===== config.mk =====
export PLATFORM = sky130hd
export DESIGN_NAME = axi_cfg_regbank_flat
export DESIGN_NICKNAME = d
export VERILOG_FILES = /design/src/rtl/axi_cfg_regbank_if.sv /design/src/rtl/axi_cfg_regbank.sv /design/src/flat_wrapper.sv
export SDC_FILE = /design/constraint.sdc
export NUM_CORES = 1
export LEC_CHECK = 0
export CAP_MARGIN = 0
export CELL_PAD_IN_SITES_DETAIL_PLACEMENT = 0
export CELL_PAD_IN_SITES_GLOBAL_PLACEMENT = 2
export CORE_MARGIN = 2
export CORE_UTILIZATION = 26
export DETAILED_ROUTE_END_ITERATION = 7
export GPL_TIMING_DRIVEN = 1
export PLACE_DENSITY = 0.78
export SYNTH_ARGS = -nofsm -noshare
export SYNTH_HDL_FRONTEND = slang
export SYNTH_SLANG_ARGS = --single-unit
export TNS_END_PERCENT = 30

===== constraint.sdc =====
create_clock -name S_AXI_ACLK -period 1.52 [get_ports S_AXI_ACLK]
set_input_delay 0.228 -clock S_AXI_ACLK [delete_from_list [all_inputs] [get_ports S_AXI_ACLK]]
set_output_delay 0.228 -clock S_AXI_ACLK [all_outputs]
set_load 0.01 [all_outputs]

===== src/rtl/axi_cfg_regbank_if.sv =====
// rtl/axi_cfg_regbank_if.sv - AXI4-Lite slave bus bundle for axi_cfg_regbank
interface axi_cfg_regbank_if #(
  parameter int ADDR_W = 9,
  parameter int DATA_W = 32
);
  logic [ADDR_W-1:0]   AWADDR;
  logic                AWVALID;
  logic                AWREADY;
  logic [DATA_W-1:0]   WDATA;
  logic [DATA_W/8-1:0] WSTRB;
  logic                WVALID;
  logic                WREADY;
  logic [1:0]          BRESP;
  logic                BVALID;
  logic                BREADY;
  logic [ADDR_W-1:0]   ARADDR;
  logic                ARVALID;
  logic                ARREADY;
  logic [DATA_W-1:0]   RDATA;
  logic [1:0]          RRESP;
  logic                RVALID;
  logic                RREADY;

  modport master (
    output AWADDR, AWVALID, WDATA, WSTRB, WVALID, BREADY, ARADDR, ARVALID, RREADY,
    input  AWREADY, WREADY, BRESP, BVALID, ARREADY, RDATA, RRESP, RVALID
  );

  modport slave (
    input  AWADDR, AWVALID, WDATA, WSTRB, WVALID, BREADY, ARADDR, ARVALID, RREADY,
    output AWREADY, WREADY, BRESP, BVALID, ARREADY, RDATA, RRESP, RVALID
  );
endinterface


===== src/rtl/axi_cfg_regbank.sv =====
// rtl/axi_cfg_regbank.sv - AXI4-Lite config register bank with sampled network/aux inputs
// Net-change status, irq_enable and irq exist only when AXI_CFG_IRQ_EN is defined.
module axi_cfg_regbank #(
  parameter int C_S_AXI_DATA_WIDTH = 32,
  parameter int C_S_AXI_ADDR_WIDTH = 9,
  parameter int C_NUM_AUX          = 4,
  parameter int C_AUX_WIDTH        = 12,
  parameter int C_NET_WIDTH        = 2
) (
  input  logic                             S_AXI_ACLK,
  input  logic                             S_AXI_ARESETN,
  axi_cfg_regbank_if.slave                 s_axi,
  input  logic [C_NET_WIDTH-1:0]           network_output,
  input  logic [C_NUM_AUX*C_AUX_WIDTH-1:0] measured_aux,
  output logic [1:0]                       char_select,
  output logic [15:0]                      direct_ctrl,
  output logic [31:0]                      debug,
  output logic                             irq
);

  localparam int DW   = C_S_AXI_DATA_WIDTH;
  localparam int SW   = DW / 8;
  localparam int AUXW = C_NUM_AUX * C_AUX_WIDTH;

`ifdef AXI_CFG_IRQ_EN
  localparam bit IRQ_EN = 1'b1;
`else
  localparam bit IRQ_EN = 1'b0;
`endif

  localparam logic [5:0] W_CHAR  = 6'h00;
  localparam logic [5:0] W_NET   = 6'h01;
  localparam logic [5:0] W_DCTL  = 6'h02;
  localparam logic [5:0] W_DBG   = 6'h03;
  localparam logic [5:0] W_STAT  = 6'h04;
  localparam logic [5:0] W_IRQEN = 6'h05;
  localparam logic [5:0] W_AUX0  = 6'h08;

  localparam logic [1:0] RESP_OKAY   = 2'b00;
  localparam logic [1:0] RESP_SLVERR = 2'b10;

  function automatic logic [DW-1:0] strb_merge(input logic [DW-1:0] old_val,
                                               input logic [DW-1:0] new_val,
                                               input logic [SW-1:0] strb);
    logic [DW-1:0] res;
    res = old_val;
    for (int b = 0; b < SW; b++) begin
      if (strb[b]) res[b*8 +: 8] = new_val[b*8 +: 8];
    end
    return res;
  endfunction

  logic [C_S_AXI_ADDR_WIDTH-1:0] awaddr;
  logic [C_S_AXI_ADDR_WIDTH-1:0] araddr;
  logic [5:0]  wr_word, rd_word;
  logic        wr_en, rd_en, wr_ok, rd_ok;
  logic        net_set, net_clr;
  logic [DW-1:0] wr_char, wr_dctl, wr_dbg, wr_irqen, rd_val;

  logic [1:0]             char_sel_q, char_sel_d;
  logic [15:0]            dctl_q, dctl_d;
  logic [DW-1:0]          dbg_q, dbg_d;
  logic [C_NET_WIDTH-1:0] net_samp_q, net_samp_d;
  logic [AUXW-1:0]        aux_samp_q, aux_samp_d;
  logic                   samp_valid_q, samp_valid_d;
  logic                   net_chg_q, net_chg_d;
  logic                   irq_en_q, irq_en_d;
  logic                   irq_q, irq_d;
  logic                   bvalid_q, bvalid_d;
  logic [1:0]             bresp_q, bresp_d;
  logic                   rvalid_q, rvalid_d;
  logic [1:0]             rresp_q, rresp_d;
  logic [DW-1:0]          rdata_q, rdata_d;

  logic unused_bits;

  assign awaddr = s_axi.AWADDR;
  assign araddr = s_axi.ARADDR;
  assign unused_bits = ^{awaddr, araddr, wr_char, wr_dctl, wr_irqen};

  // Ready strobes are gated by reset so nothing is accepted while it is held.
  always_comb begin
    wr_en   = S_AXI_ARESETN && s_axi.AWVALID && s_axi.WVALID && !bvalid_q;
    wr_word = awaddr[7:2];
    wr_ok   = (wr_word == W_CHAR) || (wr_word == W_DCTL) || (wr_word == W_DBG) ||
              (IRQ_EN && ((wr_word == W_STAT) || (wr_word == W_IRQEN)));

    wr_char  = strb_merge(DW'(char_sel_q), s_axi.WDATA, s_axi.WSTRB);
    wr_dctl  = strb_merge(DW'(dctl_q), s_axi.WDATA, s_axi.WSTRB);
    wr_dbg   = strb_merge(dbg_q, s_axi.WDATA, s_axi.WSTRB);
    wr_irqen = strb_merge(DW'(irq_en_q), s_axi.WDATA, s_axi.WSTRB);

    char_sel_d = char_sel_q;
    dctl_d     = dctl_q;
    dbg_d      = dbg_q;
    irq_en_d   = irq_en_q;
    if (wr_en && wr_word == W_CHAR) char_sel_d = wr_char[1:0];
    if (wr_en && wr_word == W_DCTL) dctl_d = wr_dctl[15:0];
    if (wr_en && wr_word == W_DBG)  dbg_d = wr_dbg;
    if (IRQ_EN && wr_en && wr_word == W_IRQEN) irq_en_d = wr_irqen[0];
    if (!IRQ_EN) irq_en_d = 1'b0;

    net_samp_d   = network_output;
    aux_samp_d   = measured_aux;
    samp_valid_d = 1'b1;

    // A fresh change wins over a simultaneous write-one-to-clear.
    net_set   = IRQ_EN && samp_valid_q && (network_output != net_samp_q);
    net_clr   = IRQ_EN && wr_en && (wr_word == W_STAT) && s_axi.WSTRB[0] && s_axi.WDATA[0];
    net_chg_d = (net_chg_q && !net_clr) || net_set;
    irq_d     = net_chg_q && irq_en_q;

    bvalid_d = bvalid_q;
    bresp_d  = bresp_q;
    if (wr_en) begin
      bvalid_d = 1'b1;
      bresp_d  = wr_ok ? RESP_OKAY : RESP_SLVERR;
    end else if (bvalid_q && s_axi.BREADY) begin
      bvalid_d = 1'b0;
    end
  end

  always_comb begin
    rd_en   = S_AXI_ARESETN && s_axi.ARVALID && !rvalid_q;
    rd_word = araddr[7:2];
    rd_val  = '0;
    rd_ok   = 1'b1;
    case (rd_word)
      W_CHAR: rd_val = DW'(char_sel_q);
      W_NET:  rd_val = DW'(net_samp_q);
      W_DCTL: rd_val = DW'(dctl_q);
      W_DBG:  rd_val = dbg_q;
      W_STAT: begin
        rd_ok  = IRQ_EN;
        rd_val = IRQ_EN ? DW'(net_chg_q) : '0;
      end
      W_IRQEN: begin
        rd_ok  = IRQ_EN;
        rd_val = IRQ_EN ? DW'(irq_en_q) : '0;
      end
      default: begin
        rd_ok = 1'b0;
        for (int i = 0; i < C_NUM_AUX; i++) begin
          if (rd_word == W_AUX0 + 6'(i)) begin
            rd_ok  = 1'b1;
            rd_val = DW'(aux_samp_q[i*C_AUX_WIDTH +: C_AUX_WIDTH]);
          end
        end
      end
    endcase

    rvalid_d = rvalid_q;
    rresp_d  = rresp_q;
    rdata_d  = rdata_q;
    if (rd_en) begin
      rvalid_d = 1'b1;
      rresp_d  = rd_ok ? RESP_OKAY : RESP_SLVERR;
      rdata_d  = rd_val;
    end else if (rvalid_q && s_axi.RREADY) begin
      rvalid_d = 1'b0;
    end
  end

  always_ff @(posedge S_AXI_ACLK or negedge S_AXI_ARESETN) begin
    if (!S_AXI_ARESETN) begin
      char_sel_q   <= '0;
      dctl_q       <= '0;
      dbg_q        <= '0;
      net_samp_q   <= '0;
      aux_samp_q   <= '0;
      samp_valid_q <= 1'b0;
      net_chg_q    <= 1'b0;
      irq_en_q     <= 1'b0;
      irq_q        <= 1'b0;
      bvalid_q     <= 1'b0;
      bresp_q      <= '0;
      rvalid_q     <= 1'b0;
      rresp_q      <= '0;
      rdata_q      <= '0;
    end else begin
      char_sel_q   <= char_sel_d;
      dctl_q       <= dctl_d;
      dbg_q        <= dbg_d;
      net_samp_q   <= net_samp_d;
      aux_samp_q   <= aux_samp_d;
      samp_valid_q <= samp_valid_d;
      net_chg_q    <= net_chg_d;
      irq_en_q     <= irq_en_d;
      irq_q        <= irq_d;
      bvalid_q     <= bvalid_d;
      bresp_q      <= bresp_d;
      rvalid_q     <= rvalid_d;
      rresp_q      <= rresp_d;
      rdata_q      <= rdata_d;
    end
  end

  assign s_axi.AWREADY = wr_en;
  assign s_axi.WREADY  = wr_en;
  assign s_axi.BVALID  = bvalid_q;
  assign s_axi.BRESP   = bresp_q;
  assign s_axi.ARREADY = rd_en;
  assign s_axi.RVALID  = rvalid_q;
  assign s_axi.RRESP   = rresp_q;
  assign s_axi.RDATA   = rdata_q;

  assign char_select = char_sel_q;
  assign direct_ctrl = dctl_q;
  assign debug       = dbg_q;
  assign irq         = IRQ_EN ? irq_q : 1'b0;

endmodule


===== src/flat_wrapper.sv =====
// flat-port wrapper written by rule: the top's interface ports become plain ports
module axi_cfg_regbank_flat 
#(
  parameter int C_S_AXI_DATA_WIDTH = 32,
  parameter int C_S_AXI_ADDR_WIDTH = 9,
  parameter int C_NUM_AUX          = 4,
  parameter int C_AUX_WIDTH        = 12,
  parameter int C_NET_WIDTH        = 2
)
  (S_AXI_ACLK, S_AXI_ARESETN, network_output, measured_aux, char_select, direct_ctrl, debug, irq, s_axi_AWADDR, s_axi_AWVALID, s_axi_WDATA, s_axi_WSTRB, s_axi_WVALID, s_axi_BREADY, s_axi_ARADDR, s_axi_ARVALID, s_axi_RREADY, s_axi_AWREADY, s_axi_WREADY, s_axi_BRESP, s_axi_BVALID, s_axi_ARREADY, s_axi_RDATA, s_axi_RRESP, s_axi_RVALID);
  axi_cfg_regbank_if #(.ADDR_W(9), .DATA_W(32)) s_axi_i ();
  input  logic S_AXI_ACLK;
  input  logic S_AXI_ARESETN;
  input  logic [C_NET_WIDTH-1:0] network_output;
  input  logic [C_NUM_AUX*C_AUX_WIDTH-1:0] measured_aux;
  output logic [1:0] char_select;
  output logic [15:0] direct_ctrl;
  output logic [31:0] debug;
  output logic irq;
  input wire logic [$bits(s_axi_i.AWADDR)-1:0] s_axi_AWADDR;
  input wire logic [$bits(s_axi_i.AWVALID)-1:0] s_axi_AWVALID;
  input wire logic [$bits(s_axi_i.WDATA)-1:0] s_axi_WDATA;
  input wire logic [$bits(s_axi_i.WSTRB)-1:0] s_axi_WSTRB;
  input wire logic [$bits(s_axi_i.WVALID)-1:0] s_axi_WVALID;
  input wire logic [$bits(s_axi_i.BREADY)-1:0] s_axi_BREADY;
  input wire logic [$bits(s_axi_i.ARADDR)-1:0] s_axi_ARADDR;
  input wire logic [$bits(s_axi_i.ARVALID)-1:0] s_axi_ARVALID;
  input wire logic [$bits(s_axi_i.RREADY)-1:0] s_axi_RREADY;
  output wire logic [$bits(s_axi_i.AWREADY)-1:0] s_axi_AWREADY;
  output wire logic [$bits(s_axi_i.WREADY)-1:0] s_axi_WREADY;
  output wire logic [$bits(s_axi_i.BRESP)-1:0] s_axi_BRESP;
  output wire logic [$bits(s_axi_i.BVALID)-1:0] s_axi_BVALID;
  output wire logic [$bits(s_axi_i.ARREADY)-1:0] s_axi_ARREADY;
  output wire logic [$bits(s_axi_i.RDATA)-1:0] s_axi_RDATA;
  output wire logic [$bits(s_axi_i.RRESP)-1:0] s_axi_RRESP;
  output wire logic [$bits(s_axi_i.RVALID)-1:0] s_axi_RVALID;
  assign s_axi_i.AWADDR = s_axi_AWADDR;
  assign s_axi_i.AWVALID = s_axi_AWVALID;
  assign s_axi_i.WDATA = s_axi_WDATA;
  assign s_axi_i.WSTRB = s_axi_WSTRB;
  assign s_axi_i.WVALID = s_axi_WVALID;
  assign s_axi_i.BREADY = s_axi_BREADY;
  assign s_axi_i.ARADDR = s_axi_ARADDR;
  assign s_axi_i.ARVALID = s_axi_ARVALID;
  assign s_axi_i.RREADY = s_axi_RREADY;
  assign s_axi_AWREADY = s_axi_i.AWREADY;
  assign s_axi_WREADY = s_axi_i.WREADY;
  assign s_axi_BRESP = s_axi_i.BRESP;
  assign s_axi_BVALID = s_axi_i.BVALID;
  assign s_axi_ARREADY = s_axi_i.ARREADY;
  assign s_axi_RDATA = s_axi_i.RDATA;
  assign s_axi_RRESP = s_axi_i.RRESP;
  assign s_axi_RVALID = s_axi_i.RVALID;
  axi_cfg_regbank #(.C_S_AXI_DATA_WIDTH(C_S_AXI_DATA_WIDTH), .C_S_AXI_ADDR_WIDTH(C_S_AXI_ADDR_WIDTH), .C_NUM_AUX(C_NUM_AUX), .C_AUX_WIDTH(C_AUX_WIDTH), .C_NET_WIDTH(C_NET_WIDTH)) u_core (.S_AXI_ACLK(S_AXI_ACLK), .S_AXI_ARESETN(S_AXI_ARESETN), .s_axi(s_axi_i), .network_output(network_output), .measured_aux(measured_aux), .char_select(char_select), .direct_ctrl(direct_ctrl), .debug(debug), .irq(irq));
endmodule

* Word-level counts from Yosys, hierarchy flattened
Index checks and enable logic that the tools add are counted.
Operators by class: equality and inequality tests 11, mux-type cells 16, reduce and logical (&&, ||, !) cells 27
Operator list (number):
- $pmux W32 S5 | 1
- $mux W12 | 4
- $eq A6 B2 Y1 const B | 4
- $eq A6 B4 Y1 const B | 4
- $reduce_and A2 Y1 | 7
- $eq A6 B3 Y1 const B | 2
- $logic_not A6 Y1 | 2
- $logic_and A1 B1 Y1 | 10
- $mux W1 | 8
- $eq A6 B1 Y1 const B | 1
- $mux W2 | 2
- $reduce_bool A2 Y1 | 2
- $reduce_or A4 Y1 | 1
- $logic_not A1 Y1 | 2
- $logic_or A1 B1 Y1 | 2
- $pmux W1 S2 | 1
- $reduce_or A2 Y1 | 1
Storage, ports and cells: flip-flop bits (word level) 138, output and inout port bits 92, word-level logic and storage cells 68

* Depth between registers and ports, before layout
Gate-level depths: netlist (run 1).
word-level depth 7, depth in mapped cells 7

* Worst setup path after synthesis (run 1)
OpenSTA, ideal clock, no wires.
kind reg-to-reg, start reg u_core.bvalid_q (netlist: u_core.s_axi.BVALID), end reg u_core.dbg_q[23] (netlist: u_core.debug[23]), setup time 125 ps, arrival time 1599 ps, required time 1395 ps, path slack -204 ps, cell stages (with the launch flop) 5, buffers on the path 0, clock period less this slack 1724 ps, path through dfrtp_1 -> nand4b_1 -> nor3_4 -> nand2_2 -> mux2_4
On the way: cells in the longest elaborated chain, start to end 4
RTL lines:
- from (decl) | RTL line axi_cfg_regbank.sv:69 | logic bvalid_q, bvalid_d;
- from (signal assigned) | RTL line axi_cfg_regbank.sv:190 | bvalid_q <= bvalid_d;
- $logic_not A1 Y1 | RTL line axi_cfg_regbank.sv:83 | wr_en = S_AXI_ARESETN && s_axi.AWVALID && s_axi.WVALID && !bvalid_q;
- $logic_and A1 B1 Y1 | RTL line axi_cfg_regbank.sv:83
- $logic_and A1 B1 Y1 | RTL line axi_cfg_regbank.sv:99 | if (wr_en && wr_word == W_DBG) dbg_d = wr_dbg;
- $reduce_and A2 Y1 (no line)
- to (signal assigned) | RTL line axi_cfg_regbank.sv:183 | dbg_q <= dbg_d;
- to (decl) | RTL line axi_cfg_regbank.sv:62 | logic [DW-1:0] dbg_q, dbg_d;
Every way passes these cells. A chain may end at the register's enable or synchronous reset.

* Worst setup path after layout (run 1)
start reg u_core.bvalid_q (netlist: u_core.s_axi.BVALID), end reg u_core.char_sel_q[1] (netlist: u_core.char_select[1])
On the way: cells in the longest elaborated chain, start to end 4
RTL lines:
- $logic_not A1 Y1 | RTL line axi_cfg_regbank.sv:83
- $logic_and A1 B1 Y1 | RTL line axi_cfg_regbank.sv:83
- $logic_and A1 B1 Y1 | RTL line axi_cfg_regbank.sv:97 | if (wr_en && wr_word == W_CHAR) char_sel_d = wr_char[1:0];
- $reduce_and A2 Y1 (no line)
- to (signal assigned) | RTL line axi_cfg_regbank.sv:181 | char_sel_q <= char_sel_d;
- to (decl) | RTL line axi_cfg_regbank.sv:60 | logic [1:0] char_sel_q, char_sel_d;
Every way passes these cells.

==> results of run 1 <==
==> power breakdown <==
part	switching (uW)	internal [uW]
combinational	421	531
sequential	85.8	3790
clock	1640	2280
==> sequential cells by signal, indices dropped and copies added, names as in the netlist <==
signal	count
u_core.s_axi.BVALID	1
u_core.debug	32
u_core.aux_samp_q	48
u_core.s_axi.RVALID	1
u_core.s_axi.BRESP	1
u_core.net_samp_q	2
u_core.s_axi.RDATA	32
u_core.direct_ctrl	16
u_core.char_select	2
u_core.s_axi.RRESP	1
==> metal layers <==
layer / GRT usage / up-vias
met1: 0.177 / 1870
met3: 0.0519 / 7
met4: 0.0371 / 0
met2: 0.242 / 123
met5: 0 / -
li1: - / 1676
==> cells by family after synthesis <==
family | share of synthesized area
flops | 0.659
mux | 0.200
compound gates | 0.0688
simple gates | 0.0499
buf+inv | 0.0215
other cells | 0.000726
==> layout by cell type, fill, tap and decap left out, types with 5 or more instances in the layout <==
cell type / count
clkdlybuf4s50_1: 97
mux2_2: 57
a22oi_1: 10
nor2_1: 11
clkbuf_16: 17
buf_4: 26
buf_12: 6
inv_6: 5
mux2i_1: 6
nand2_1: 11
mux2_4: 5
a22o_1: 16
dlygate4sd2_1: 89
a21oi_1: 13
mux4_2: 12
dfrtp_1: 136
==> through the flow <==
stage	total power, uW	utilization	cells	setup TNS, ns	instance area [um^2]
after CTS	8900	0.421	838	-2.51	8190
after detailed placement	4980	0.393	805	-45.21	7650
after floorplan	4230	-	335	-8.07	5170
after global routing	9170	0.423	840	-4.63	8230
final	8750	0.423	840	-1.73	8230
after global placement	4960	0.393	805	-43.33	7650
==> path summary, 6_finish.rpt <==
kind,slack [ns],from,to,cells past startpoint
setup reg to reg,-0.11,u_core.s_axi.BVALID$_DFFE_PN0P_,u_core.char_select[1]$_DFFE_PN0P_,5
min in group S_AXI_ACLK,0.25,measured_aux[42],u_core.aux_samp_q[42]$_DFF_PN0_,1
setup / recovery,-0.11,u_core.s_axi.BVALID$_DFFE_PN0P_,u_core.char_select[1]$_DFFE_PN0P_,5
hold reg to reg,0.48,u_core.s_axi.RRESP[1]$_DFFE_PN0P_,u_core.s_axi.RRESP[1]$_DFFE_PN0P_,2
max in group asynchronous,0.56,S_AXI_ARESETN,u_core.s_axi.RDATA[28]$_DFFE_PN0P_,3
hold / removal,0.005,S_AXI_ARESETN,u_core.direct_ctrl[1]$_DFFE_PN0P_,2
==> repair_timing <==
item	CTS	global route
hold buffers	1	0
pin swaps	6	1
endpoints found under the setup margin	139	77
hold endpoints to repair	85	0
gates resized for setup	118	9
buffers inserted	0	2
==> cell type report <==
cell class	instances	area share
inverter	5	0.00243
sequential	136	0.414
tap	265	0.0403
multi-input combinational	176	0.216
clock inverter	15	0.0172
timing repair buffer	226	0.259
clock buffer	17	0.0517
==> key figures, run 1 <==
Min path
  • Tightest Hold Check Type: in -> async

STA
  • Final WS setup: -0.113 ns
  • Hold_ws: approximately 0.0050 ns
  • Period utilization: 1.07
  • RSZ-0062 raised after global routing: true
  • Final Hold Fails: 0
  • Skew final: between 0.008 and 0.009 ns
  • Fin. max-slew vios: 0
  • Slew @ Worst Pin: 0.638 ns
  • Fmax: 613 MHz
  • Min Tclk post-route: 1.63 ns
  • Slew HR: 0.575
  • Setup violators final: 52

Clock tree
  • CTS H-Tree Depth: 4
  • Clock root cell: clkbuf_16
  • Num CTS Buffers: 17
  • Worst-case clock buffer depth: 2
  • CTS clk-pin slew, worst paths: roughly 0.06 ns
  • CTS tree: built
  • Worst-Skew Late Latency: 0.41 ns
  • Clk sinks: about 140

Worst setup path
  • CP Capture Type: register
  • Data arrival, critical path: just under 2 ns
  • Buf/Inv on CP: 1
  • CP max-delay cell: dfrtp_1
  • Worst Path Required: around 1.8 ns
  • CP top delay family: simple AND/OR/NAND/NOR gates
  • Critical Path Fanout Max: 5
  • Max incr delay on CP: 0.38 ns
  • Critical path class: reg -> reg
  • CP cell instances: nand4b_1 -> buf_6 -> nor3_4 -> and3_4 -> mux2_4
  • Worst setup SP type: register

GRT
  • Antenna violations before repair: 0
  • Largest net degree at the start of global routing: 52
  • Final global-route overflow total: 0
  • Vias in the first global route: 4,082
  • All-Layer GR Usage: 0.144
  • First-pass GRT wire length: 23.3 mm

Power
  • Leakage: 0.00403 uW
  • PD cells: between 1000 and 1500 nW/um^2
  • Worst VDD drop: a little under 0.8 mV

Drt
  • Drt initial violations: 107
  • Wl on met1: 5.93 mm
  • Top layer in use: met4
  • DRC: 0
  • WL per Instance: 17.3 um
  • Vias/cell: 4.38
  • Routed Antenna Nets: 0
  • Drt pass-1 iters: 4
  • Routed WL: around 15 mm
  • Metal2 WL: 7.35 mm
  • Met3 WL: approximately 1.1 mm
  • Vias: 3,676

Outcome
  • Outcome: complete, but fails checks
  • Failing checks: setup timing

Final layout
  • Register area: roughly 3400 um^2
  • P&R area growth vs syn: 59.2%
  • Antenna cells: 0
  • Area of the multi-input gates: roughly 1800 um^2
  • Fill cell count: 1,820
  • Final nets: roughly 670
  • Share of cells above drive strength 1: 0.283

Flow run
  • Max-Cap Viols: 0

Synth
  • Post-synth EDFFs: 0
  • Most frequent cell after synthesis: dfrtp_1
  • Area leader, netlist: dfrtp_1
  • Sequential area share after synthesis: 0.659
  • Yosys warns: 0
  • Ys async rst share: 1.00
  • Post-Syn Area: around 5200 um^2
  • Count of cell types in the netlist: 34
  • Yosys reg bits: approximately 140
  • Synthesized area per cell: 15.5 um^2
  • Synth top area cells: dfrtp_1 66%, mux2_2 13%, mux4_2 5.2%
  • Post-Synthesis Cells: 333
  • Most frequent cells after synthesis: 136 x dfrtp_1, 59 x mux2_2, 16 x a22o_1, 13 x a21oi_1
  • Yosys top cell area share: 0.659
  • Ys flop type: dfrtp_1

Placed design
  • Port Buffer Count: ~190
  • GP Congestion: 0.757
  • HPWL Detailed: 11.2 mm
  • DP Worst Slack: -0.686 ns

Floorplanning
  • Total die area: ~21,000 um^2
  • Die H: ~140 um
  • # rows: 51
  • Initial Util: 0.266
  • Die W: 145 um
  • Ports: 203
  • Core ar.: 19,500 um^2
Note: power is estimated with default switching activity, not from simulation.
==> inputs of run 2 (changes only) <==
--- a/config.mk
+++ b/config.mk
@@ -16,4 +16,4 @@
 export SYNTH_ARGS = -nofsm -noshare
 export SYNTH_HDL_FRONTEND = slang
 export SYNTH_SLANG_ARGS = --single-unit
-export TNS_END_PERCENT = 30
+export TNS_END_PERCENT = 1
==> run 2 against run 1 <==
- the flow still finishes with violations (setup timing)
- via count shrank 1.4%
- maximum frequency grew 2.5%
- cell count shrank 0.48%
- routed wire length grew 0.34%
- final area shrank 0.29%
- sequential power is essentially flat
- critical path type unchanged
- largest power group unchanged
==> key figures, run 2 (same netlist as run 1, synthesis figures left out) <==
Floorplanning
  • Ports: 203 (unchanged)
  • Core ar.: 19,500 um^2 (unchanged)
  • Die H: 145 um (unchanged)
  • Initial Util: 0.266 (unchanged)
  • Total die area: 21,000 um^2 (unchanged)
  • Die W: 145 um (unchanged)
  • # rows: 51 (unchanged)

Final layout
  • Design area: 8200 um^2 (was 8230 um^2)
  • Area of the multi-input gates: 1720 um^2 (was 1780 um^2)
  • Leading cell type in the layout, fill and taps excluded: dfrtp_1 (unchanged)
  • Share of cells above drive strength 1: 0.275 (was 0.283)
  • Top reg by flops: u_core.aux_samp_q (unchanged)
  • Fill cell count: 1,822 (was 1,820)
  • Final nets: 669 (was 673)
  • Register area: 3400 um^2 (unchanged)
  • Commonest cells after routing, fill and taps aside: 136 x dfrtp_1, 98 x clkdlybuf4s50_1, 90 x dlygate4sd2_1, 59 x mux2_2, 19 x buf_4 (was 136 x dfrtp_1, 97 x clkdlybuf4s50_1, 89 x dlygate4sd2_1, 57 x mux2_2, 26 x buf_4)
  • Largest register FFs: 48 (unchanged)
  • Antenna cells: 0 (unchanged)
  • P&R area growth vs syn: 58.8% (was 59.2%)

Min path
  • Tightest Hold Check Type: in -> async (unchanged)

Worst setup path
  • Reg2reg end: u_core.direct_ctrl[5]$_DFFE_PN0P_ (was u_core.char_select[1]$_DFFE_PN0P_)
  • Reg-to-reg setup timing slack: -0.07 ns (was -0.11 ns)
  • Worst Path Required: 1.82 ns (about the same)
  • FF-to-FF Start: u_core.s_axi.BVALID$_DFFE_PN0P_ (unchanged)
  • Critical Path Fanout Max: 8 (was 5)
  • Worst setup SP type: register (unchanged)
  • Data arrival, critical path: 1.89 ns (was 1.93 ns)
  • Reg2Reg Depth: 6 (was 5)
  • Critical path class: reg -> reg (unchanged)
  • CP Capture Type: register (unchanged)

Drt
  • Routed Antenna Nets: 0 (unchanged)
  • Drt initial violations: 95 (was 107)
  • Vias: 3,625 (was 3,676)
  • Routed WL: 14.6 mm (was 14.5 mm)
  • Drt pass-1 iters: 4 (unchanged)
  • Vias/cell: 4.34 (was 4.38)
  • DRC: 0 (unchanged)
  • WL per Instance: 17.4 um (was 17.3 um)

STA
  • Skew final: 0.00710 ns (was 0.00846 ns)
  • Setup violators final: 52 (unchanged)
  • Fmax: 628 MHz (was 613 MHz)
  • Min Tclk post-route: 1.59 ns (was 1.63 ns)
  • Fin. max-slew vios: 0 (unchanged)
  • Final Hold Fails: 0 (unchanged)
  • Setup TNS: -1.59 ns (was -1.73 ns)
  • Period utilization: 1.05 (was 1.07)
  • Final WS setup: -0.0731 ns (was -0.113 ns)
  • Slew @ Worst Pin: 0.715 ns (was 0.638 ns)
  • Hold_ws: 0.0218 ns (was 0.00497 ns)
  • Slew HR: 0.523 (was 0.575)
  • RSZ-0062 raised after global routing: true (unchanged)

Power
  • Total chip power: 8980 uW (was 8750 uW)
  • PD cells: 1090 nW/um^2 (was 1060 nW/um^2)
  • Worst VDD drop: 0.767 mV (was 0.786 mV)
  • Leakage: 0.00407 uW (was 0.00403 uW)

Outcome
  • Failing checks: setup timing (unchanged)
  • Outcome: complete, but fails checks (unchanged)

Placed design
  • Post-DP Area: 7630 um^2 (was 7650 um^2)
  • HPWL Detailed: 11.1 mm (was 11.2 mm)
  • GP Congestion: 0.742 (was 0.757)
  • Port Buffer Count: 193 (unchanged)

Clock tree
  • Worst-case clock buffer depth: 2 (unchanged)
  • Clock root cell: clkbuf_16 (unchanged)
  • CTS tree: built (unchanged)
  • Worst-Skew Late Latency: 0.41 ns (about the same)
  • CTS clk-pin slew, worst paths: 0.06 ns (about the same)
  • CTS H-Tree Depth: 4 (unchanged)
  • Num CTS Buffers: 17 (unchanged)
  • Clk sinks: 136 (unchanged)

GRT
  • First-pass GRT wire length: 23.8 mm (was 23.3 mm)
  • Largest net degree at the start of global routing: 129 (was 52)
  • Final global-route overflow total: 0 (unchanged)
  • All-Layer GR Usage: 0.148 (was 0.144)
  • Vias in the first global route: 4,053 (was 4,082)
  • Antenna violations before repair: 0 (unchanged)

Flow run
  • Max-Cap Viols: 0 (unchanged)
## run 2: power breakdown
part / leakage (uW) / internal, uW / total [uW] / switching [uW]
combinational: 0.00202 / 529 / 942 / 413
sequential: 0.00175 / 3790 / 3870 / 80.4
clock: 0.000297 / 2500 / 4160 / 1660
total: 0.00407 / 6820 / 8980 / 2150
## run 2: critical path: stages, from the launching register on
cell	delay, ns
dfrtp_1	0.38
nand4b_1	0.19
buf_6	0.16
nor3_4	0.15
buf_6	0.13
nand3_4	0.13
mux2_4	0.33
## run 2: layout make-up
type	instances	area share
Inverter	5	0.00259
Timing Repair Buffer	222	0.259
Multi-Input combinational cell	176	0.210
Tap cell	265	0.0404
Clock buffer	18	0.0535
Sequential cell	136	0.415
Clock inverter	14	0.0192
## run 2: routing by layer
metal | global-route usage | routed length, um | vias up
li1 | - | - | 1661
met1 | 0.182 | 6010 | 1831
met2 | 0.245 | 7410 | 118
met3 | 0.0456 | 882 | 15
met4 | 0.0550 | 276 | 0
met5 | 0 | 0 | -
## run 2: repair_timing
action,in CTS,in global routing
gates resized for setup,113,8
hold buffers,1,0
gates cloned,0,0
endpoints found under the hold margin,8,0
setup buffers,2,0
setup endpoints to repair,139,73
pin swaps,5,0
## run 2: how the worst max path moves through the flow
stage / depth (start not counted) / start / endpoint / slack [ns]
after floorplan: 4 / u_core.s_axi.BVALID$_DFFE_PN0P_ / u_core.debug[23]$_DFFE_PN0P_ / -0.19
after global placement: 6 / s_axi_AWADDR[5] / u_core.debug[31]$_DFFE_PN0P_ / -0.67
after detailed placement: 6 / s_axi_AWADDR[5] / u_core.debug[31]$_DFFE_PN0P_ / -0.68
after CTS: 6 / u_core.s_axi.BVALID$_DFFE_PN0P_ / u_core.direct_ctrl[5]$_DFFE_PN0P_ / -0.08
after global routing: 6 / u_core.s_axi.BVALID$_DFFE_PN0P_ / u_core.direct_ctrl[13]$_DFFE_PN0P_ / -0.15
final: 6 / u_core.s_axi.BVALID$_DFFE_PN0P_ / u_core.direct_ctrl[5]$_DFFE_PN0P_ / -0.07
## run 2: metrics by stage
stage | setup slack [ns] | util | std cells
after floorplan | -0.192 | - | 335
after global placement | -0.675 | 0.392 | 801
after detailed placement | -0.683 | 0.392 | 801
after CTS | -0.0828 | 0.420 | 836
after global routing | -0.147 | 0.422 | 836
final | -0.0731 | 0.422 | 836
==> inputs of run 3 (changes only) <==
--- a/config.mk
+++ b/config.mk
@@ -5,14 +5,15 @@
 export SDC_FILE = /design/constraint.sdc
 export NUM_CORES = 1
 export LEC_CHECK = 0
+export ABC_AREA = 1
 export CAP_MARGIN = 0
 export CELL_PAD_IN_SITES_DETAIL_PLACEMENT = 0
 export CELL_PAD_IN_SITES_GLOBAL_PLACEMENT = 2
 export CORE_MARGIN = 2
-export CORE_UTILIZATION = 26
+export CORE_UTILIZATION = 23
 export DETAILED_ROUTE_END_ITERATION = 7
 export GPL_TIMING_DRIVEN = 1
-export PLACE_DENSITY = 0.78
+export PLACE_DENSITY = 0.76
 export SYNTH_ARGS = -nofsm -noshare
 export SYNTH_HDL_FRONTEND = slang
 export SYNTH_SLANG_ARGS = --single-unit
==> run 3 against run 2 <==
- the run ends with hold timing left
- hold slack worse by 0.028 ns
- power down 1.2%
- die area is 23% higher
- maximum frequency is 10% higher
- routed wire length rose by 27%
==> key figures, run 3 <==
GRT
  • Antenna violations before repair: 1 (was 0)
  • Largest net degree at the start of global routing: 80 (was 129)
  • All-Layer GR Usage: 0.148 (about the same)
  • Vias in the first global route: 4,985 (was 4,053)
  • Final global-route overflow total: 0 (unchanged)
  • First-pass GRT wire length: 28.8 mm (was 23.8 mm)

Synth
  • Synthesized area per cell: 9.07 um^2 (was 15.5 um^2)
  • Post-Synthesis Cells: 621 (was 333)
  • Most frequent cell after synthesis: nand2_1 (was dfrtp_1)
  • Post-Syn Area: 5630 um^2 (was 5170 um^2)
  • Yosys reg bits: 136 (unchanged)
  • Yosys warns: 0 (unchanged)
  • Post-synth EDFFs: 0 (unchanged)
  • Most frequent cells after synthesis: 217 x nand2_1, 136 x dfrtp_1, 64 x inv_1, 48 x nand3_1, 44 x nor2_1 (was 136 x dfrtp_1, 59 x mux2_2, 16 x a22o_1, 13 x a21oi_1)
  • Area leader, netlist: dfrtp_1 (unchanged)
  • Ys async rst share: 1.00 (unchanged)
  • Yosys top cell area share: 0.604 (was 0.659)
  • Ys flop type: dfrtp_1 (unchanged)
  • Synth top area cells: dfrtp_1 60%, nand2_1 14%, nand3_1 4.3% (was dfrtp_1 66%, mux2_2 13%, mux4_2 5.2%)
  • Count of cell types in the netlist: 28 (was 34)
  • Sequential area share after synthesis: 0.604 (was 0.659)

Final layout
  • Top reg by flops: u_core.aux_samp_q (unchanged)
  • Leading cell type in the layout, fill and taps excluded: nand2_1 (was dfrtp_1)
  • Commonest cells after routing, fill and taps aside: 217 x nand2_1, 136 x dfrtp_1, 103 x clkdlybuf4s50_1, 86 x dlygate4sd2_1, 60 x inv_1 (was 136 x dfrtp_1, 98 x clkdlybuf4s50_1, 90 x dlygate4sd2_1, 59 x mux2_2, 19 x buf_4)
  • Final nets: 959 (was 669)
  • Core Util, Final: 0.360 (was 0.422)
  • Fin cells: 1,186 (was 836)
  • Design area: 8710 um^2 (was 8200 um^2)
  • P&R area growth vs syn: 54.6% (was 58.8%)
  • Largest register FFs: 48 (unchanged)
  • Share of cells above drive strength 1: 0.123 (was 0.275)

Clock tree
  • Worst-Skew Late Latency: 0.42 ns (was 0.41 ns)
  • Clk sinks: 136 (unchanged)
  • CTS clk-pin slew, worst paths: 0.06 ns (about the same)
  • Worst-case clock buffer depth: 2 (unchanged)
  • Postcts setup bufs: 0 (was 2)
  • CTS tree: built (unchanged)
  • CTS H-Tree Depth: 4 (unchanged)
  • Clock root cell: clkbuf_16 (unchanged)
  • Num CTS Buffers: 17 (unchanged)

Drt
  • DRC: 0 (unchanged)
  • WL per Instance: 15.6 um (was 17.4 um)
  • Routed WL: 18.5 mm (was 14.6 mm)
  • Vias: 4,807 (was 3,625)
  • Vias/cell: 4.05 (was 4.34)
  • Drt initial violations: 254 (was 95)
  • Drt pass-1 iters: 4 (unchanged)
  • Routed Antenna Nets: 0 (unchanged)

Floorplanning
  • Die H: 161 um (was 145 um)
  • Ports: 203 (unchanged)
  • Core ar.: 24,200 um^2 (was 19,500 um^2)
  • # rows: 57 (was 51)
  • Initial Util: 0.233 (was 0.266)
  • Die W: 161 um (was 145 um)
  • Total die area: 25,800 um^2 (was 21,000 um^2)

STA
  • Slew @ Worst Pin: 0.617 ns (was 0.715 ns)
  • Hold_ws: -0.00579 ns (was 0.0218 ns)
  • Setup violators final: 0 (was 52)
  • Final Hold Fails: 8 (was 0)
  • Setup TNS: 0 ns (was -1.59 ns)
  • Period utilization: 0.953 (was 1.05)
  • Fmax: 691 MHz (was 628 MHz)
  • Fin. max-slew vios: 0 (unchanged)
  • Min Tclk post-route: 1.45 ns (was 1.59 ns)
  • Skew final: 0.00852 ns (was 0.00710 ns)
  • RSZ-0062 raised after global routing: true (unchanged)
  • Slew HR: 0.589 (was 0.523)

Worst setup path
  • Worst setup SP type: register (unchanged)
  • Max incr delay on CP: 0.39 ns (was 0.38 ns)
  • Data arrival, critical path: 1.22 ns (was 1.89 ns)
  • Worst Path Required: 1.29 ns (was 1.82 ns)
  • CP max-delay cell: dfrtp_1 (unchanged)
  • CP Capture Type: primary output (was register)
  • CP dominant cell by count: inv_2 (was buf_6)
  • CP cell instances: inv_2 -> nand4_4 -> inv_2 -> buf_2 (was nand4b_1 -> buf_6 -> nor3_4 -> buf_6 -> nand3_4 -> mux2_4)
  • Critical path class: reg -> out (was reg -> reg)
  • Critical Path Fanout Max: 4 (was 8)

Placed design
  • Post-DP Area: 8230 um^2 (was 7630 um^2)
  • HPWL Detailed: 13.7 mm (was 11.1 mm)
  • Port Buffer Count: 193 (unchanged)
  • GP Congestion: 0.790 (was 0.742)
  • Placed cells: 1,152 (was 801)

Min path
  • Tightest Hold Check Type: in -> async (unchanged)

Outcome
  • Outcome: complete, but fails checks (unchanged)
  • Failing checks: hold timing (was setup timing)

Power
  • Leakage: 0.00453 uW (was 0.00407 uW)
  • Worst VDD drop: 0.658 mV (was 0.767 mV)
  • Total chip power: 8870 uW (was 8980 uW)
  • PD cells: 1020 nW/um^2 (was 1090 nW/um^2)

Flow run
  • Max-Cap Viols: 0 (unchanged)
[run 3: final cells by class]
class / count / area [um^2]
Fill cell: 2532 / 15500
Clock inverter: 13 / 145
Antenna cell: 1 / 2.50
Tap cell: 324 / 405
Timing Repair Buffer: 231 / 2240
Clock buffer: 19 / 443
Sequential cell: 136 / 3400
Multi-Input combinational cell: 397 / 1830
Inverter: 65 / 244
[run 3: logic make-up after synthesis]
group,Yosys count,share of synthesized area
compound gates,49,0.0517
buf+inv,90,0.0724
flops,136,0.604
other cells,1,0.000666
simple gates,345,0.271
[run 3: report_power, final]
part           internal, uW  leakage (uW)  total, uW  switching, uW
sequential             3770       0.00175       3850           78.5
clock                  2470      0.000280       4130           1650
combinational           446       0.00249        888            442
[run 3: critical path: cells and delay by family, from the launching register on]
kind          cells  cell delay, ns
simple gates      1            0.10
flops             1            0.39
buf+inv           3            0.30
[run 3: routing by layer]
metal  up-vias  global-route usage  part of all wire
met4         0              0.0590             0.019
met2       113               0.236              0.47
met5         -                   0                 0
li1       2413                   -                 -
met1      2265               0.192              0.46
met3        16              0.0421             0.055
[run 3: stage by stage]
step,hold WS [ns],setup WS (ns)
floorplan,-0.0676,0.174
global placement,0.279,-0.324
detailed placement,0.280,-0.310
CTS,0.0231,0.0162
global route,0.0527,-0.0107
finish,-0.00579,0.0722
[run 3: timing repair]
action,CTS,global route
hold endpoints to repair,89,0
resized for setup,100,3
hold buffers,1,0
endpoints found under the setup margin,89,5
[run 3: final timing paths]
| path | startpoint | to | slack [ns] | cells after the start |
|---|---|---|---|---|
| worst max register to register | u_core.s_axi.RVALID$_DFFE_PN0P_ | u_core.s_axi.RDATA[2]$_DFFE_PN0P_ | 0.14 | 7 |
| worst min-delay path | S_AXI_ARESETN | u_core.direct_ctrl[7]$_DFFE_PN0P_ | -0.006 | 2 |
| min in group S_AXI_ACLK | S_AXI_ARESETN | u_core.s_axi.BVALID$_DFFE_PN0P_ | 0.19 | 3 |
| worst min register to register | u_core.s_axi.RDATA[24]$_DFFE_PN0P_ | u_core.s_axi.RDATA[24]$_DFFE_PN0P_ | 0.48 | 2 |
| max in group asynchronous | S_AXI_ARESETN | u_core.s_axi.RDATA[5]$_DFFE_PN0P_ | 0.59 | 3 |
| worst max-delay path | u_core.s_axi.BVALID$_DFFE_PN0P_ | s_axi_AWREADY | 0.07 | 4 |
==> RTL edit, RTL diff (settings of run 1) <==
Reset style: synchronous (`S_AXI_ARESETN`), changed in one clocked block.
--- a/src/rtl/axi_cfg_regbank.sv
+++ b/src/rtl/axi_cfg_regbank.sv
@@ -163,3 +163,3 @@
 
-  always_ff @(posedge S_AXI_ACLK or negedge S_AXI_ARESETN) begin
+  always_ff @(posedge S_AXI_ACLK) begin
     if (!S_AXI_ARESETN) begin
Check against the original RTL: differs if S_AXI_ARESETN is asserted again (counterexample within 4 cycles, from zero or initial values and one cycle with S_AXI_ARESETN low); with S_AXI_ARESETN held inactive, the same outputs for 10 cycles.
==> RTL edit against run 1 <==
- sequential cell count stayed put
- global-route usage grew 1.2 points
- clock power grew 5.6%
- cell area is 8.3% higher
- routed wire length up 20%
- total power down 0.80%
- largest cell class unchanged
- area after synthesis grew 7.4%
- worst setup slack improved by 120 ps
==> RTL edit: results (changes against run 1) <==
grtUsageTotal: 0.1563  # +0.01190
grt_first_pass_wirelength_um: 26800  # +15%
drive_gt1_frac: 0.2107  # -0.07276
grt_max_degree: 71  # +37%
power_density_mw_per_mm2: 973.9  # -8.4%
hold_path_class: "input pin to flop"
status: "finished, final reports clean"
synth_cell_type_count: 45  # +32%
ctsResizeCount: 135  # +14%
areaGrowthSynthToFinish_pct: 60.57
yosysSeqAreaShare: 0.4905  # -0.1681
bufAreaShareNonClock: 0.2841  # +0.02518
p_total_mw: 8.680  # -0.80%
met2_usage: 0.2621  # +0.02020
nClkBuffers: 18  # +1
arrival_ps: 1820  # -110 ps
final_nets: 900  # +34%
fillers: 2076  # +14%
power.net_switching_mw: 2.032  # -5.4%
vias: 4830  # +31%
signal_buffers: 261  # +15%
ys_top_cells_by_area: "dfxtp_1 (49%), mux2i_1 (9.2%), and2_1 (6.3%), nor2b_1 (3.9%), nand2_1 (3.4%)"
synth_area_per_cell_um2: 10.04  # -35%
wl_met1_um: 7372  # +24%
crit_path_max_incr_delay_ps: 320  # -60 ps
globalplace.congestion: 0.7412  # -2.1%
ir_drop_uv: 604.6  # -23%
num-multi-input-gates: 369  # +110%
placed_cell_area_mm2: 0.008194  # +7.1%
p_leak_nw: 4.022  # -0.18%
slowest_stage: "dfxtp_2"
clock_area_frac: 0.06739  # -0.001500
grtUsageMet1: 0.1908  # +0.01354
post_layout_nonfiller_instances: 1077  # +28%
cts_sinks: 136  # unchanged
met3_length_um: 1372  # +23%
antenna_found_initial: 1  # +1
worstPathMaxFanout: 3  # -2
drt_iter0_markers: 178  # +66%
dp_hpwl_um: 13310  # +19%
wire_per_inst_um: 16.12  # -6.7%
dpl_worst_slack_ps: -595.0  # +91.40 ps
topRoutingLayerUsed: "met5"
comb-power_uw: 850  # -11%
pwr-share-clk: 0.477  # +0.029
seq_area_mm2: 0.002731  # -20%
synthArstFlopShare: 0  # -1.000
multiInputGateArea_mm2: 0.002688  # +51%
synth_common_cells: "dfxtp_1 (136), and2_1 (56), mux2i_1 (51), nand2_1 (51), nor2b_1 (35)"
==> RTL edit: path summary, 6_finish.rpt <==
kind,startpoint,end,slack (ps),cells past startpoint
worst max-delay path,u_core.s_axi.BVALID,u_core.char_select[0],10,6
worst min-delay path,S_AXI_ARESETN,u_core.s_axi.BVALID,190,3
worst max register to register,u_core.s_axi.BVALID,u_core.char_select[0],10,6
worst min register to register,u_core.s_axi.RDATA[3],u_core.s_axi.RDATA[3],450,2
==> RTL edit: worst max-delay path: cells and delay by family, from the launching register on <==
family	cells	cell delay, ps
buf+inv	2	270
flops	1	320
mux	1	240
simple gates	3	570
==> RTL edit: kinds of logic (layout without fill, tap and decap cells) <==
group,Yosys count,after routing,share of synthesized area
other,1,3,0.0006756
flip-flops,136,136,0.4905
AO/OA/AOI/OAI,97,97,0.1330
buffers and inverters,50,297,0.04441
multiplexers,55,55,0.1001
AND/OR/NAND/NOR,214,214,0.2313
